### src/rtl/inst_fetch_pkg.sv
// Shared types and sizing for the instruction fetch unit.
package inst_fetch_pkg;

  localparam int unsigned XLEN       = 32;
  localparam int unsigned FIFO_DEPTH = 2;
  localparam int unsigned FIFO_PTR_W = $clog2(FIFO_DEPTH);
  localparam int unsigned FIFO_CNT_W = $clog2(FIFO_DEPTH + 1);

  localparam logic [XLEN-1:0] RESET_PC_DEF = 32'h0000_0000;

  typedef enum logic [1:0] {
    S_IDLE = 2'd0,
    S_REQ  = 2'd1,
    S_WAIT = 2'd2,
    S_DROP = 2'd3
  } fetch_state_t;

  typedef struct packed {
    logic [XLEN-1:0] inst;
    logic [XLEN-1:0] pc;
  } fetch_entry_t;

  function automatic logic [XLEN-1:0] align_pc(input logic [XLEN-1:0] pc);
    return {pc[XLEN-1:2], 2'b00};
  endfunction

endpackage

### src/rtl/inst_fetch_if.sv
// Instruction-memory, decode and redirect signals of the fetch unit.
interface inst_fetch_if;
  import inst_fetch_pkg::*;

  logic            imem_req;
  logic [XLEN-1:0] imem_addr;
  logic            imem_gnt;
  logic            imem_rvalid;
  logic [XLEN-1:0] imem_rdata;
  logic            inst_valid;
  logic            inst_ready;
  logic [XLEN-1:0] instruction;
  logic [XLEN-1:0] inst_pc;
  logic            redirect;
  logic [XLEN-1:0] redirect_pc;

  modport master (
    output imem_req, imem_addr, inst_valid, instruction, inst_pc,
    input  imem_gnt, imem_rvalid, imem_rdata, inst_ready, redirect, redirect_pc
  );

  modport slave (
    input  imem_req, imem_addr, inst_valid, instruction, inst_pc,
    output imem_gnt, imem_rvalid, imem_rdata, inst_ready, redirect, redirect_pc
  );

endinterface

### src/rtl/inst_fetch_fifo.sv
// Two-entry instruction/PC buffer with flush; head is presented to decode.
module fetch_fifo import inst_fetch_pkg::*; (
  input  logic                  clk,
  input  logic                  rst,
  input  logic                  i_flush,
  input  logic                  i_push,
  input  fetch_entry_t          i_data,
  input  logic                  i_pop,
  output fetch_entry_t          o_head,
  output logic                  o_empty,
  output logic [FIFO_CNT_W-1:0] o_count
);

  fetch_entry_t          r_mem [FIFO_DEPTH];
  logic [FIFO_PTR_W-1:0] r_rd_ptr;
  logic [FIFO_PTR_W-1:0] r_wr_ptr;
  logic [FIFO_CNT_W-1:0] r_count;

  logic w_pop;
  logic w_push;
  logic w_full;

  assign w_full = (r_count == FIFO_CNT_W'(FIFO_DEPTH));
  assign w_pop  = i_pop && (r_count != '0);
  assign w_push = i_push && (!w_full || w_pop);

  always_ff @(posedge clk or negedge rst) begin
    if (!rst) begin
      r_rd_ptr <= '0;
      r_wr_ptr <= '0;
      r_count  <= '0;
      for (int unsigned i = 0; i < FIFO_DEPTH; i++) r_mem[i] <= '0;
    end else if (i_flush) begin
      r_rd_ptr <= '0;
      r_wr_ptr <= '0;
      r_count  <= '0;
    end else begin
      if (w_push) begin
        r_mem[r_wr_ptr] <= i_data;
        r_wr_ptr        <= r_wr_ptr + FIFO_PTR_W'(1);
      end
      if (w_pop) r_rd_ptr <= r_rd_ptr + FIFO_PTR_W'(1);
      r_count <= r_count + FIFO_CNT_W'(w_push) - FIFO_CNT_W'(w_pop);
    end
  end

  assign o_head  = r_mem[r_rd_ptr];
  assign o_empty = (r_count == '0);
  assign o_count = r_count;

endmodule

### src/rtl/inst_fetch.sv
// Instruction fetch: one outstanding memory request, 2-entry decode buffer,
// credit-based issue and redirect flush with stale-response dropping.
module inst_fetch import inst_fetch_pkg::*; #(
  parameter logic [XLEN-1:0] RESET_PC = RESET_PC_DEF
) (
  input  logic         clk,
  input  logic         rst,
  inst_fetch_if.master bus
);

  fetch_state_t    r_state;
  logic            r_imem_req;
  logic [XLEN-1:0] r_pc;
  logic [XLEN-1:0] r_req_addr;

  logic                  w_push;
  logic                  w_pop;
  logic                  w_empty;
  logic                  w_room;
  logic [FIFO_CNT_W-1:0] w_count;
  fetch_entry_t          w_entry;
  fetch_entry_t          w_head;

  assign w_pop   = !w_empty && bus.inst_ready;
  assign w_push  = (r_state == S_WAIT) && bus.imem_rvalid && !bus.redirect;
  assign w_entry = '{inst: bus.imem_rdata, pc: r_req_addr};
  // Space still free once the pending response lands (pop this cycle counts).
  assign w_room  = (w_count == '0) || ((w_count == FIFO_CNT_W'(1)) && w_pop);

  fetch_fifo u_fifo (
    .clk     (clk),
    .rst     (rst),
    .i_flush (bus.redirect),
    .i_push  (w_push),
    .i_data  (w_entry),
    .i_pop   (w_pop),
    .o_head  (w_head),
    .o_empty (w_empty),
    .o_count (w_count)
  );

  always_ff @(posedge clk or negedge rst) begin
    if (!rst) begin
      r_state    <= S_IDLE;
      r_imem_req <= 1'b0;
      r_pc       <= align_pc(RESET_PC);
      r_req_addr <= align_pc(RESET_PC);
    end else if (bus.redirect) begin
      r_pc <= align_pc(bus.redirect_pc);
      case (r_state)
        S_IDLE: begin r_state <= S_REQ; r_imem_req <= 1'b1; end
        S_REQ: begin
          if (bus.imem_gnt) begin r_state <= S_DROP; r_imem_req <= 1'b0; end
          else              begin r_state <= S_REQ;  r_imem_req <= 1'b1; end
        end
        S_WAIT: begin
          if (bus.imem_rvalid) begin r_state <= S_REQ;  r_imem_req <= 1'b1; end
          else                 begin r_state <= S_DROP; r_imem_req <= 1'b0; end
        end
        // A response arriving with the new redirect is the one being dropped.
        S_DROP: begin
          if (bus.imem_rvalid) begin r_state <= S_REQ;  r_imem_req <= 1'b1; end
          else                 begin r_state <= S_DROP; r_imem_req <= 1'b0; end
        end
      endcase
    end else begin
      case (r_state)
        S_IDLE: begin
          if (w_count != FIFO_CNT_W'(FIFO_DEPTH)) begin
            r_state    <= S_REQ;
            r_imem_req <= 1'b1;
          end
        end
        S_REQ: begin
          if (bus.imem_gnt) begin
            r_state    <= S_WAIT;
            r_imem_req <= 1'b0;
            r_req_addr <= r_pc;
            r_pc       <= r_pc + XLEN'(4);
          end
        end
        S_WAIT: begin
          if (bus.imem_rvalid) begin
            r_state    <= w_room ? S_REQ : S_IDLE;
            r_imem_req <= w_room;
          end
        end
        S_DROP: begin
          if (bus.imem_rvalid) begin
            r_state    <= S_REQ;
            r_imem_req <= 1'b1;
          end
        end
      endcase
    end
  end

  assign bus.imem_req    = r_imem_req;
  assign bus.imem_addr   = r_pc;
  assign bus.inst_valid  = !w_empty;
  assign bus.instruction = w_head.inst;
  assign bus.inst_pc     = w_head.pc;

endmodule
### src/flat_wrapper.sv
// flat-port wrapper written by rule: the top's interface ports become plain ports
module inst_fetch_flat import inst_fetch_pkg::*;
#(
  parameter logic [XLEN-1:0] RESET_PC = RESET_PC_DEF
)
  (clk, rst, bus_imem_req, bus_imem_addr, bus_inst_valid, bus_instruction, bus_inst_pc, bus_imem_gnt, bus_imem_rvalid, bus_imem_rdata, bus_inst_ready, bus_redirect, bus_redirect_pc);
  inst_fetch_if bus_i ();
  input  logic clk;
  input  logic rst;
  output wire logic [$bits(bus_i.imem_req)-1:0] bus_imem_req;
  output wire logic [$bits(bus_i.imem_addr)-1:0] bus_imem_addr;
  output wire logic [$bits(bus_i.inst_valid)-1:0] bus_inst_valid;
  output wire logic [$bits(bus_i.instruction)-1:0] bus_instruction;
  output wire logic [$bits(bus_i.inst_pc)-1:0] bus_inst_pc;
  input wire logic [$bits(bus_i.imem_gnt)-1:0] bus_imem_gnt;
  input wire logic [$bits(bus_i.imem_rvalid)-1:0] bus_imem_rvalid;
  input wire logic [$bits(bus_i.imem_rdata)-1:0] bus_imem_rdata;
  input wire logic [$bits(bus_i.inst_ready)-1:0] bus_inst_ready;
  input wire logic [$bits(bus_i.redirect)-1:0] bus_redirect;
  input wire logic [$bits(bus_i.redirect_pc)-1:0] bus_redirect_pc;
  assign bus_imem_req = bus_i.imem_req;
  assign bus_imem_addr = bus_i.imem_addr;
  assign bus_inst_valid = bus_i.inst_valid;
  assign bus_instruction = bus_i.instruction;
  assign bus_inst_pc = bus_i.inst_pc;
  assign bus_i.imem_gnt = bus_imem_gnt;
  assign bus_i.imem_rvalid = bus_imem_rvalid;
  assign bus_i.imem_rdata = bus_imem_rdata;
  assign bus_i.inst_ready = bus_inst_ready;
  assign bus_i.redirect = bus_redirect;
  assign bus_i.redirect_pc = bus_redirect_pc;
  inst_fetch #(.RESET_PC(RESET_PC)) u_core (.clk(clk), .rst(rst), .bus(bus_i));
endmodule
### config.mk
export PLATFORM = sky130hd
export DESIGN_NAME = inst_fetch_flat
export DESIGN_NICKNAME = d
export VERILOG_FILES = /design/src/rtl/inst_fetch_pkg.sv /design/src/rtl/inst_fetch_if.sv /design/src/rtl/inst_fetch_fifo.sv /design/src/rtl/inst_fetch.sv /design/src/flat_wrapper.sv
export SDC_FILE = /design/constraint.sdc
export NUM_CORES = 1
export LEC_CHECK = 0
export BUFFER_PORTS_ARGS = -buffer_cell sky130_fd_sc_hd__buf_2
export CORE_ASPECT_RATIO = 1.4
export CORE_UTILIZATION = 25
export CTS_CLUSTER_DIAMETER = 120
export DETAILED_ROUTE_END_ITERATION = 10
export PLACE_DENSITY_LB_ADDON = 0.08
export SYNTH_ARGS = -nofsm -noshare
export SYNTH_HDL_FRONTEND = slang
export SYNTH_SLANG_ARGS = --single-unit
export TNS_END_PERCENT = 100
### constraint.sdc
create_clock -name clk -period 5 [get_ports clk]
set_input_delay 0.75 -clock clk [delete_from_list [all_inputs] [get_ports clk]]
set_output_delay 0.75 -clock clk [all_outputs]
set_load 0.005 [all_outputs]
; ---- Word level (Yosys, flattened, before mapping)
; Index checks and enable logic that the tools add are counted.
[totals]
ff_bits = 199
latch_bits = 0
ramBits = 0
rom_bits = 0
in_bits = 70
output_inout_bits = 98
wordCells = 89
mem_count = 0
[classes]
addsub = 5
mul = 0
div_mod_pow = 0
n_lt_le_gt_ge = 3
eq_ne = 10
n_shift = 0
muxes = 33
bitwise = 3
reduce_logical = 24
[op_table]
columns = cell, count
row1 = 2-to-1 mux 64 bit, 4
row2 = bitwise mux 128 bit, 1
row3 = 2-to-1 mux 32 bit, 3
row4 = demux 64 bit (select 1 bit), 1
row5 = "adder 32 x 3 -> 32 bit, second input constant", 1
row6 = 2-to-1 mux 2 bit, 8
row7 = 2-to-1 mux 1 bit, 12
row8 = nonzero test 2 bit, 5
row9 = "!= test 3 bit, second input constant", 3
row10 = case mux 2 bit (4 select lines), 1
row11 = logical AND 1 bit, 7
row12 = "== test 2 bit, second input constant", 3
row13 = case mux 2 bit (3 select lines), 1
row14 = "== test 2 x 1 -> 1 bit, second input constant", 2
row15 = ">= comparator 2 bit, second input constant", 2
row16 = logical NOT 2 bit, 2
row17 = NOT 1 -> 2 bit, 2
row18 = case mux 1 bit (4 select lines), 1
row19 = AND reduction 2 bit, 2
row20 = AND reduction 4 bit, 1
row21 = logical NOT 1 bit, 3
row22 = "!= test 3 x 2 -> 1 bit, second input constant", 1
row23 = case mux 1 bit (3 select lines), 1
row24 = AND reduction 3 bit, 1
row25 = 8 further kinds, 10

; ---- Longest topological paths before layout
[depth]
ltp_word = 9
depth_mapped = 8
depth_no_buf = 7

; ---- Cells and area by module
; A second synthesis with hierarchy kept.
[hier_totals]
cells_unflattened = 675
area_unflattened_um2 = 9105.0
[by_module_without_submodules]
columns = mod, n_inst, cells_per_inst, area_per_inst_um2, seq_area_each_um2
row1 = fetch_fifo, 1, 363, 5914.4, 3303.2
row2 = inst_fetch, 1, 312, 3190.6, 1576.5

; ---- Worst setup path before layout
; OpenSTA, ideal clock, no wires.
[synth_path]
kind = input -> register
startpoint = input bus_redirect
endpoint = register u_core.u_fifo.r_mem[100] (netlist name)
setup_ns = 0.125
t_arrival_ns = 2.092
t_required_ns = 4.875
path_slack_ns = 2.783
stages = 5
path_buffers = 1
cell_sequence = and4bb_2 -> o21ai_0 -> nor2_1 -> buf_2 -> mux2_2
[synth_between]
elab_chain_cells = 4
word_cells_on_any_way = 5
classes_between = bitwise: 1 / reduce/logical: 4
[synth_lines]
columns = element, line_no
row1 = "start, declared", flat_wrapper.sv:19  ; input wire logic [$bits(bus_i.redirect)-1:0] bus_redirect;
row2 = logical NOT 1 bit, inst_fetch.sv:25  ; assign w_push = (r_state == S_WAIT) && bus.imem_rvalid && !bus.redirect;
row3 = logical AND 1 bit, inst_fetch.sv:25
row4 = logical AND 1 bit, inst_fetch_fifo.sv:25  ; assign w_push = i_push && (!w_full || w_pop);
row5 = AND reduction 2 bit (no line) *, n/a
row6 = "end signal, assigned by index", inst_fetch_fifo.sv:39  ; r_mem[r_wr_ptr] <= i_data;
row7 = "end, declared", inst_fetch_fifo.sv:14  ; fetch_entry_t r_mem [FIFO_DEPTH];
; Mark *: on every way between the ends. The rest lies on a longest branch, timed or not.
; A chain may end at the register's enable or synchronous reset.

; ---- Final worst setup path
[layout_path]
startpoint = register u_core.u_fifo.r_rd_ptr
endpoint = output bus_instruction[12]
[layout_between]
elab_chain_cells = 4
[layout_lines]
columns = element, line_no
row1 = "start, declared", inst_fetch_fifo.sv:15  ; logic [FIFO_PTR_W-1:0] r_rd_ptr;
row2 = "start signal, assigned", inst_fetch_fifo.sv:42  ; if (w_pop) r_rd_ptr <= r_rd_ptr + FIFO_PTR_W'(1);
row3 = NOT 1 -> 2 bit (implied by the code), inst_fetch_fifo.sv:47  ; assign o_head = r_mem[r_rd_ptr];
row4 = 2-to-1 mux 64 bit (implied by the code) (3 in a row), inst_fetch_fifo.sv:47
row5 = "end, declared", flat_wrapper.sv:13  ; output wire logic [$bits(bus_i.instruction)-1:0] bus_instruction;
; No other way between the ends. The select of a mux whose other input is x is not followed.

==> flow_summary_export.csv <==
group,metric,value,unit
status,status,"finished clean",
clock_tree,cts_made_buffers,17,
layout,mostFrequentLayoutCells,"216 x mux2_2, 190 x dfrtp_1, 160 x buf_2",
sta,report.final.slew_viol_count,0,
floorplan,rows,80,
logic_synthesis,synth_mux_area_share,28.7,%
floorplan,core_area,34000,um2
worst_setup_path,end_kind,"output pin",
clock_tree,post-cts-setup-buffers,0,
worst_setup_path,worst_r2r_path_depth,5,
layout,nets,875,
floorplan,pin_count,168,
drt,wirelength,23100,um
layout,final_common_cell,"mux2_2",
worst_setup_path,worst_setup_path_start_kind,"register",
sta,max_freq,341,MHz
clock_tree,clk_path_buf_depth,2,
floorplan,dieHeight,221,um
logic_synthesis,ys_seq_area_share,55.6,%
worst_setup_path,cpPeakStageDelay,1.14,ns
clock_tree,cts-root-buf,"clkbuf_16",
pwr,p_total,5.23,mW
clock_tree,cts_tree,"built",
global_routing,grt-ovfl-total,0,
logic_synthesis,synth_top_area_share,55.6,%
worst_setup_path,cp_max_fo,63,
drt,firstDrtPassIters,4,
layout,drive_gt1_share,52.1,%
logic_synthesis,synth.distinct_cells,43,
worst_setup_path,cp_data_required_time,4.25,ns
clock_tree,cts_hold_buffers,0,
drt,drt_iter0_drc,322,
place,gp_congestion,0.738,
logic_synthesis,synth-edff-count,0,
layout,synthToLayoutAreaGrowth,22.9,%
logic_synthesis,synth_area,8600,um2
logic_synthesis,synthArstFlopShare,100,%
worst_setup_path,crit_slowest_cell,"dfrtp_4",
global_routing,track_usage,13.9,%
sta,rsz0062_at_grt,"false",
worst_hold_path,hp-class,"input pin to async pin",
sta,worstMarginPinSlew,1.07,ns
pwr,total_leakage_power,4.94,nW
clock_tree,clock-sinks,191,
logic_synthesis,synth_xor_area_share,1.32,%
logic_synthesis,synth_compound_area_share,3.96,%
logic_synthesis,synth_fa_ha_area_share,0.436,%
global_routing,first_global_vias,6370,
job,cap_viol_max_count,0,
logic_synthesis,syn_inst,649,
worst_setup_path,r2r_start,"u_core.r_state[0]",
worst_setup_path,r2r-end,"u_core.u_fifo.r_mem[99]",
drt,drcViolationCount,0,
logic_synthesis,synth_top_area_cell,"dfrtp_1",
sta,fin_skew,0.0110,ns
clock_tree,cts.repair.resized,0,
floorplan,initial_core_util,25.3,%
global_routing,antenna_found_initial,3,
worst_setup_path,regToRegSetupSlack,2.32,ns
clock_tree,cts_max_level,4,
sta,hold_violations,0,
sta,relSlewSlack,28.5,%
logic_synthesis,synth_area_per_cell,13.3,um2
sta,setup_viol,0,
sta,fin_setup_tns,0,ns
logic_synthesis,synth_area_leaders,"dfrtp_1 56%, mux2_2 28%, a31oi_1 1.4%",
pwr,cellPowerDensity,495,nW/um2
clock_tree,path_clk_slew,0.07,ns
sta,layout_min_cycle_time,2.93,ns
pwr,vdd_ir_drop_max,0.000212,V
layout,n_fill_cell,3526,
place,portBuffers,161,
drt,viasPerCell,4.56,
logic_synthesis,synthSimpleGateAreaFrac,7.50,%
logic_synthesis,synth_top_family_by_area,"multiplexers",
drt,wl_per_cell,18.2,um
worst_setup_path,worstSetupPathType,"register to output pin",
logic_synthesis,yosys_warnings,0,
clock_tree,clk_latency,0.45,ns
worst_setup_path,path_cells,"mux2_2 -> buf_2",
global_routing,grt_max_degree,107,
drt,vias,5779,
drt,antenna_left,0,
global_routing,grt_pass1_wl,37100,um
worst_setup_path,critical_path_arrival,2.18,ns
floorplan,fp.dieW,159,um
sta,fin_crit_sh,58.7,%
logic_synthesis,synth_flop_cell,"dfrtp_1",
logic_synthesis,ys_ff_latch,191,
floorplan,dieArea,35200,um2
place,hpwl,15500,um
## registers in the layout (all words and copies together), names as in the netlist
register,count
u_core.u_fifo.r_wr_ptr,1
u_core.u_fifo.r_mem,124
u_core.r_req_addr,30
u_core.u_fifo.r_rd_ptr,1
u_core.bus.imem_req,1
u_core.bus.imem_addr,30
u_core.r_state,2
u_core.u_fifo.o_count,2
## worst max-delay path by stage
stage,from,to,cells after the start
2_1_floorplan,bus_redirect,u_core.u_fifo.r_mem[100],5
3_3_place_gp,bus_redirect,u_core.u_fifo.r_mem[110],6
3_5_place_dp,bus_redirect,u_core.u_fifo.r_mem[99],6
4_1_cts,u_core.u_fifo.r_rd_ptr,bus_inst_pc[26],2
5_1_grt,bus_redirect,u_core.u_fifo.r_mem[101],6
6_report,u_core.u_fifo.r_rd_ptr,bus_instruction[12],2
## critical path, delay by kind of cell, from the launching register on
kind / cells / cell delay, ns
buf+inv: 1 / 0.13
flops: 1 / 1.14
mux: 1 / 0.44
## routing by layer
layer | track usage (%) | routed length (um) | part of all wire [%]
met1 | 15.8 | 9470 | 41
met2 | 24.8 | 12200 | 53
met3 | 3.44 | 860 | 3.7
met4 | 5.42 | 499 | 2.2
met5 | 0 | 20 | 0.087
## logic make-up after synthesis
kind of cell             count (synthesis)
multiplexers                           220
flip-flops                             191
AND/OR/NAND/NOR                        117
AO/OA/AOI/OAI                           55
buffers and inverters                   49
XOR/XNOR                                13
adder cells (fa/ha/maj)                  3
other                                    1
## power by group
part | internal, mW | switching [mW]
clock | 0.898 | 0.642
combinational | 0.831 | 0.510
sequential | 2.00 | 0.353
## cell usage after synthesis, drive strengths merged, types with 3 or more instances
cell type / instances
a31oi: 19
and3: 5
and4: 3
buf: 19
clkbuf: 19
dfrtp: 191
ha: 3
inv: 11
mux2: 216
mux2i: 4
nand2: 23
nand2b: 3
nand3: 9
nand4: 11
nor2: 27
nor2b: 3
nor3: 3
o211ai: 3
o21ai: 20
o31ai: 8
or3: 7
or4: 9
xnor2: 9
xor2: 4
## per-stage QoR
step,std cells,hold slack [ns],instance area (um2),util [%],setup slack (ns)
after global routing,1266,0.452,10600,31.1,1.93
final,1267,0.369,10600,31.1,2.07
after detailed placement,1234,0.487,9920,29.1,1.55
after CTS,1266,0.452,10600,31.1,1.98
after floorplan,652,0.454,8610,-,2.78
after global placement,1234,0.481,9920,29.1,1.63
## area by class of cell
type                       count  area, um2  area share, %
sequential                   191       4780           45.2
multi-input combinational    412       3640           34.4
timing repair buffer         169        887           8.39
tap                          451        564           5.33
clock buffer                  17        425           4.02
clock inverter                15        234           2.21
inverter                      11       41.3          0.390
antenna                        1       2.50         0.0237
No activity file was read; power rests on OpenSTA's default activity.
